$ cat src/rtl/alu_pkg.sv
// Shared opcode and FSM encodings for the serial ALU and its digit slice.
package alu_pkg;

  localparam logic [2:0] OP_ADD  = 3'b000;
  localparam logic [2:0] OP_SUB  = 3'b001;
  localparam logic [2:0] OP_AND  = 3'b010;
  localparam logic [2:0] OP_OR   = 3'b011;
  localparam logic [2:0] OP_XOR  = 3'b100;
  localparam logic [2:0] OP_NOR  = 3'b101;
  localparam logic [2:0] OP_PASS = 3'b110;
  localparam logic [2:0] OP_NOT  = 3'b111;

  typedef enum logic [1:0] {
    S_IDLE = 2'b00,
    S_BUSY = 2'b01,
    S_DONE = 2'b10
  } state_t;

endpackage

$ cat src/rtl/alu_digit.sv
// One DIGIT-wide ALU slice: ripple add over the digit plus bitwise logic ops.
module alu_digit
  import alu_pkg::*;
#(
  parameter int DIGIT = 1
) (
  input  logic [DIGIT-1:0] x,
  input  logic [DIGIT-1:0] y,
  input  logic [2:0]       op,
  input  logic             ci,
  output logic [DIGIT-1:0] r,
  output logic             co,
  output logic             c_top
);

  logic c_rip;

  always_comb begin
    r     = '0;
    co    = 1'b0;
    c_top = ci;
    c_rip = ci;
    case (op)
      // SUB arrives with y already inverted and ci=1, so it shares the adder
      OP_ADD, OP_SUB: begin
        for (int i = 0; i < DIGIT; i++) begin
          if (i == DIGIT - 1) c_top = c_rip;
          r[i]  = x[i] ^ y[i] ^ c_rip;
          c_rip = (x[i] & y[i]) | (x[i] & c_rip) | (y[i] & c_rip);
        end
        co = c_rip;
      end
      OP_AND:  r = x & y;
      OP_OR:   r = x | y;
      OP_XOR:  r = x ^ y;
      OP_NOR:  r = ~(x | y);
      OP_PASS: r = x;
      OP_NOT:  r = ~x;
      default: r = '0;
    endcase
  end

endmodule

$ cat src/rtl/alu_serial_n.sv
// Digit-serial ALU: WIDTH-bit operands processed DIGIT bits per clock, valid/ready on both sides.
//   state  | meaning
//   S_IDLE | in_ready high, waiting for an operand/opcode
//   S_BUSY | shifting digits through the slice, cnt counts digits done
//   S_DONE | out_valid high, result held until out_ready
module alu_serial_n
  import alu_pkg::*;
#(
  parameter int WIDTH = 8,
  parameter int DIGIT = 1
) (
  input  logic             clk,
  input  logic             rst_n,
  input  logic             in_valid,
  output logic             in_ready,
  input  logic [WIDTH-1:0] in_x,
  input  logic [WIDTH-1:0] in_y,
  input  logic [2:0]       sel,
  output logic             out_valid,
  input  logic             out_ready,
  output logic [WIDTH-1:0] sum,
  output logic             carry,
  output logic             overflow,
  output logic             zero,
  output logic             negative
);

  localparam int N     = WIDTH / DIGIT;
  localparam int CNT_W = (N > 1) ? $clog2(N) : 1;

  if ((WIDTH % DIGIT) != 0 || WIDTH < 2) begin : g_bad_param
    $error("alu_serial_n: WIDTH must be >= 2 and a multiple of DIGIT");
  end

  state_t           state_q, state_d;
  logic [CNT_W-1:0] cnt_q;
  logic [WIDTH-1:0] x_q, y_q, res_q;
  logic             chain_q;
  logic [2:0]       op_q;

  logic [DIGIT-1:0] d_r;
  logic             d_co, d_ctop;
  logic             last, is_arith;
  logic [WIDTH+DIGIT-1:0] res_cat;
  logic [WIDTH-1:0] res_shift;

  alu_digit #(.DIGIT(DIGIT)) u_digit (
    .x     (x_q[DIGIT-1:0]),
    .y     (y_q[DIGIT-1:0]),
    .op    (op_q),
    .ci    (chain_q),
    .r     (d_r),
    .co    (d_co),
    .c_top (d_ctop)
  );

  assign last      = (cnt_q == CNT_W'(N - 1));
  assign is_arith  = (op_q == OP_ADD) || (op_q == OP_SUB);
  assign res_cat   = {d_r, res_q};
  assign res_shift = res_cat[WIDTH+DIGIT-1:DIGIT];
  assign in_ready  = (state_q == S_IDLE);
  assign out_valid = (state_q == S_DONE);

  always_comb begin
    state_d = state_q;
    case (state_q)
      S_IDLE:  if (in_valid)  state_d = S_BUSY;
      S_BUSY:  if (last)      state_d = S_DONE;
      S_DONE:  if (out_ready) state_d = S_IDLE;
      default: state_d = S_IDLE;
    endcase
  end

  always_ff @(posedge clk or negedge rst_n) begin
    if (!rst_n) begin
      state_q  <= S_IDLE;
      cnt_q    <= '0;
      x_q      <= '0;
      y_q      <= '0;
      res_q    <= '0;
      chain_q  <= 1'b0;
      op_q     <= OP_ADD;
      sum      <= '0;
      carry    <= 1'b0;
      overflow <= 1'b0;
      zero     <= 1'b0;
      negative <= 1'b0;
    end else begin
      state_q <= state_d;
      case (state_q)
        S_IDLE: begin
          if (in_valid) begin
            x_q   <= in_x;
            op_q  <= sel;
            cnt_q <= '0;
            res_q <= '0;
            if (sel == OP_SUB) begin
              y_q     <= ~in_y;
              chain_q <= 1'b1;
            end else begin
              y_q     <= in_y;
              chain_q <= 1'b0;
            end
          end
        end
        S_BUSY: begin
          x_q     <= x_q >> DIGIT;
          y_q     <= y_q >> DIGIT;
          res_q   <= res_shift;
          chain_q <= d_co;
          cnt_q   <= cnt_q + 1'b1;
          // Flags come from the final digit; carry into the MSB is the slice's c_top
          if (last) begin
            sum      <= res_shift;
            carry    <= is_arith & d_co;
            overflow <= is_arith & (d_ctop ^ d_co);
            zero     <= (res_shift == '0);
            negative <= res_shift[WIDTH-1];
          end
        end
        default: ;
      endcase
    end
  end

endmodule

$ cat config.mk
export PLATFORM = sky130hd
export DESIGN_NAME = alu_serial_n
export DESIGN_NICKNAME = d
export VERILOG_FILES = /design/src/rtl/alu_pkg.sv /design/src/rtl/alu_digit.sv /design/src/rtl/alu_serial_n.sv
export SDC_FILE = /design/constraint.sdc
export NUM_CORES = 1
export LEC_CHECK = 0
export BUFFER_PORTS_ARGS = -buffer_cell sky130_fd_sc_hd__buf_2
export CORE_ASPECT_RATIO = 1.4
export CORE_UTILIZATION = 25
export CTS_CLUSTER_SIZE = 25
export DETAILED_ROUTE_END_ITERATION = 8
export SETUP_SLACK_MARGIN = 0.15
export SYNTH_ARGS = -nofsm -noshare
export SYNTH_HDL_FRONTEND = slang
export SYNTH_HIERARCHICAL = 1
export SYNTH_SLANG_ARGS = --single-unit
$ cat constraint.sdc
create_clock -name clk -period 4.3 [get_ports clk]
set_clock_uncertainty 0.15 [all_clocks]
set_input_delay 0.86 -clock clk [delete_from_list [all_inputs] [get_ports clk]]
set_output_delay 0.86 -clock clk [all_outputs]
set_load 0.01 [all_outputs]
==> results by group <==
Status
  • Status: finished clean

Setup path
  • Worst R2R Start: x_q[0]
  • CP Max Fanout: 14
  • Crit path kind: flip-flop to output pin
  • R2r worst-path depth: 6
  • Worst R2R End: overflow
  • R2R setup slack: 2.38 ns
  • Worst Setup Start Kind: flip-flop
  • Crit. Startpoint: state_q[0]
  • WP data arrival: 1.25 ns
  • Critical path endpoint category: output pin
  • Req. time, crit path: 3.29 ns
  • Crit path to: out_valid

Pwr
  • VDD IR max: 0.0003038 V
  • Psw: 0.0006293 W
  • Lkg Pwr: 1.185 nW
  • Sequential share of power: 42.3%
  • Pint: 0.001064 W
  • Gate power share: 36.1%
  • Cell Pwr Density: 678.7 nW/um^2
  • Clock Power Share: 21.6%
  • Switching share of power: 37.17%

Global route
  • First-pass GRT wire length: 7210 um
  • GRT met1 Usage: 12.28%
  • Met3 Usage GRT: 2.058%
  • Routing usage on met2: 17.61%
  • Total gr overflow: 0
  • Largest net degree at the start of global routing: 44
  • Number of global-route vias before repair: 1535
  • Most Crowded Layer GR: met2
  • Global-route usage over all layers: 10.31%
  • Initial antenna violation count: 0

Routing
  • Pre-Repair DR Iteration Count: 4
  • Average wire per standard cell: 12.37 um
  • Post-route ant nets: 0
  • Drt drc: 0
  • 1st-iter DRT viols: 79
  • Vias: 1511
  • Vias per cell: 4.538
  • Total wire length: 4119 um

STA
  • Unrepaired setup endpoints after global routing: false
  • Max Slew Vio Count: 0
  • Minimum clock period: 2.259 ns
  • Fin crit share: 52.52%
  • Achievable Freq: 442.8 MHz
  • Final Setup Violations: 0
  • Rel. slew slack: 38.45%
  • Worst slew pin tran: 0.9232 ns
  • Final Hold Vio Count: 0
  • Setup TNS: 0 ns

Logic synthesis
  • Yosys warns: 6
  • Cell Area, Synth: 2111 um^2
  • Synth Area per Inst: 10.71 um^2
  • Post-Syn Instances: 197
  • Netlist cell types: 31
  • Net Count, Synth: 225
  • Yosys reg bits: 43
  • Post-synthesis sequential area ratio: 50.98%

Clocking
  • Root buffer cell: clkbuf_16
  • Post-cts hold buffer count: 0
  • # clock sinks: 43
  • H-tree level count: 2
  • TritonCTS buffer count: 5
  • Clock Path Buffers: 2
  • CTS tree: yes
  • Clock transition at path regs: 0.06 ns
  • # resized after CTS: 0
  • Setup bufs post-CTS: 0
  • Clock Latency Late Sink: 0.28 ns

Cells and area
  • # fillers: 868
  • Most frequent cells in the layout: 43 x dfrtp_1, 36 x buf_2, 25 x nand2_1
  • Final #Nets: 258
  • Share of layout cells above drive strength 1: 25.97%
  • Core Util, Final: 30.43%
  • Antenna diodes: 0
  • Most common cell after layout, fill and taps aside: dfrtp_1
  • Final std cell area, no fill: 2495 um^2
  • Synthesis-to-layout area growth: 18.20%

Floorplanning
  • Chip width: 79.66 um
  • Die area: 8820 um^2
  • Initial Utilization: 25.75%
  • IO Pins: 37
  • Core box area: 8198 um^2
  • Rows: 39
  • Die Span Y: 110.7 um

Place
  • Number of buffers added on ports: 36
  • Area post-placement: 2350 um^2
  • Final HPWL from detailed placement: 2936 um
  • Final GP Congestion: 0.6868

Min path
  • Min-delay worst type: flip-flop to flip-flop

Flow run
  • Max Cap Viol: 0
-- metal layers --
metal / vias up / part of all wire, % / wire length (um)
met4: 0 / 1.8 / 76
met5: - / 0 / 0
met3: 5 / 3.5 / 143
met1: 732 / 44 / 1800
met2: 29 / 51 / 2099
li1: 745 / - / -
-- area by class of cell --
cell class	count	area (um^2)	area share, %
Sequential cell	43	1076	43.13
Tap cell	102	127.6	5.115
Timing Repair Buffer	39	202.7	8.124
Clock inverter	3	20.02	0.8024
Clock buffer	5	125.1	5.015
Inverter	6	22.52	0.9027
Multi-Input combinational cell	135	920.9	36.91
-- cell families after synthesis --
family | share of synthesized area (%)
xor gates and xnor gates | 4.150
DFF | 50.98
and+or+nand+nor | 14.17
adders and majority gates | 3.320
AOI/OAI and AO/OA | 15.59
muxes | 6.402
buffers and inverters | 5.394
-- worst min-delay path by stage --
| stage | end | depth (start not counted) | start |
|---|---|---|---|
| 2_1_floorplan | cnt_q[0] | 1 | cnt_q[0] |
| 3_3_place_gp | zero | 2 | zero |
| 3_5_place_dp | zero | 2 | zero |
| 4_1_cts | zero | 2 | zero |
| 5_1_grt | carry | 2 | carry |
| 6_report | zero | 2 | zero |
-- Yosys cell counts (all sizes together) --
master | number | share of area (%)
dfrtp | 43 | 51
nand2 | 25 | 4.4
o21ai | 24 | 7.1
a22oi | 14 | 5.0
buf | 13 | 4.3
mux2 | 11 | 6.4
nand3 | 11 | 2.6
a21oi | 8 | 1.9
xnor2 | 8 | 3.3
inv | 6 | 1.1
nor2b | 6 | 1.8
and2b | 4 | 1.4
ha | 4 | 2.4
nand2b | 3 | 0.89
nor2 | 3 | 0.53
nor3 | 2 | 0.47
nor4 | 2 | 0.59
xor2 | 2 | 0.83
and2 | 1 | 0.30
fa | 1 | 0.95
nand3b | 1 | 0.36
nor3b | 1 | 0.36
o21bai | 1 | 0.36
o221a | 1 | 0.53
o2bb2ai | 1 | 0.71
or3b | 1 | 0.42
-- registers in the layout (all words and copies together) (netlist names) --
signal	cells
res_q	7
overflow	1
y_q	8
carry	1
x_q	8
sum	8
op_q	3
zero	1
chain_q	1
cnt_q	3
state_q	2
-- worst max-delay path, cell delays in order (launching register included) --
cell,delay [ns]
dfrtp_1,0.59
nand2b_1,0.21
inv_2,0.04
buf_2,0.13
-- metrics by stage --
step	hold WS, ns	worst slack, ns	cells	total power, W
after global placement	0.3197	2.068	325	0.001322
after global routing	0.3691	1.928	333	0.001836
after floorplan	0.3043	2.269	197	0.001181
final	0.3364	2.041	333	0.001693
after CTS	0.3449	2.021	333	0.001720
after detailed placement	0.3302	2.043	325	0.001347
-- power by group through the flow --
stage,Sequential [W],Clock [W],Combinational [W]
6_report,0.000716,0.000366,0.000612
5_1_grt,0.000743,0.000394,0.000700
4_1_cts,0.000718,0.000377,0.000625
3_5_place_dp,0.000724,0,0.000623
3_3_place_gp,0.000719,0,0.000603
2_1_floorplan,0.000691,0,0.000490
(Power assumes the default switching activity.)
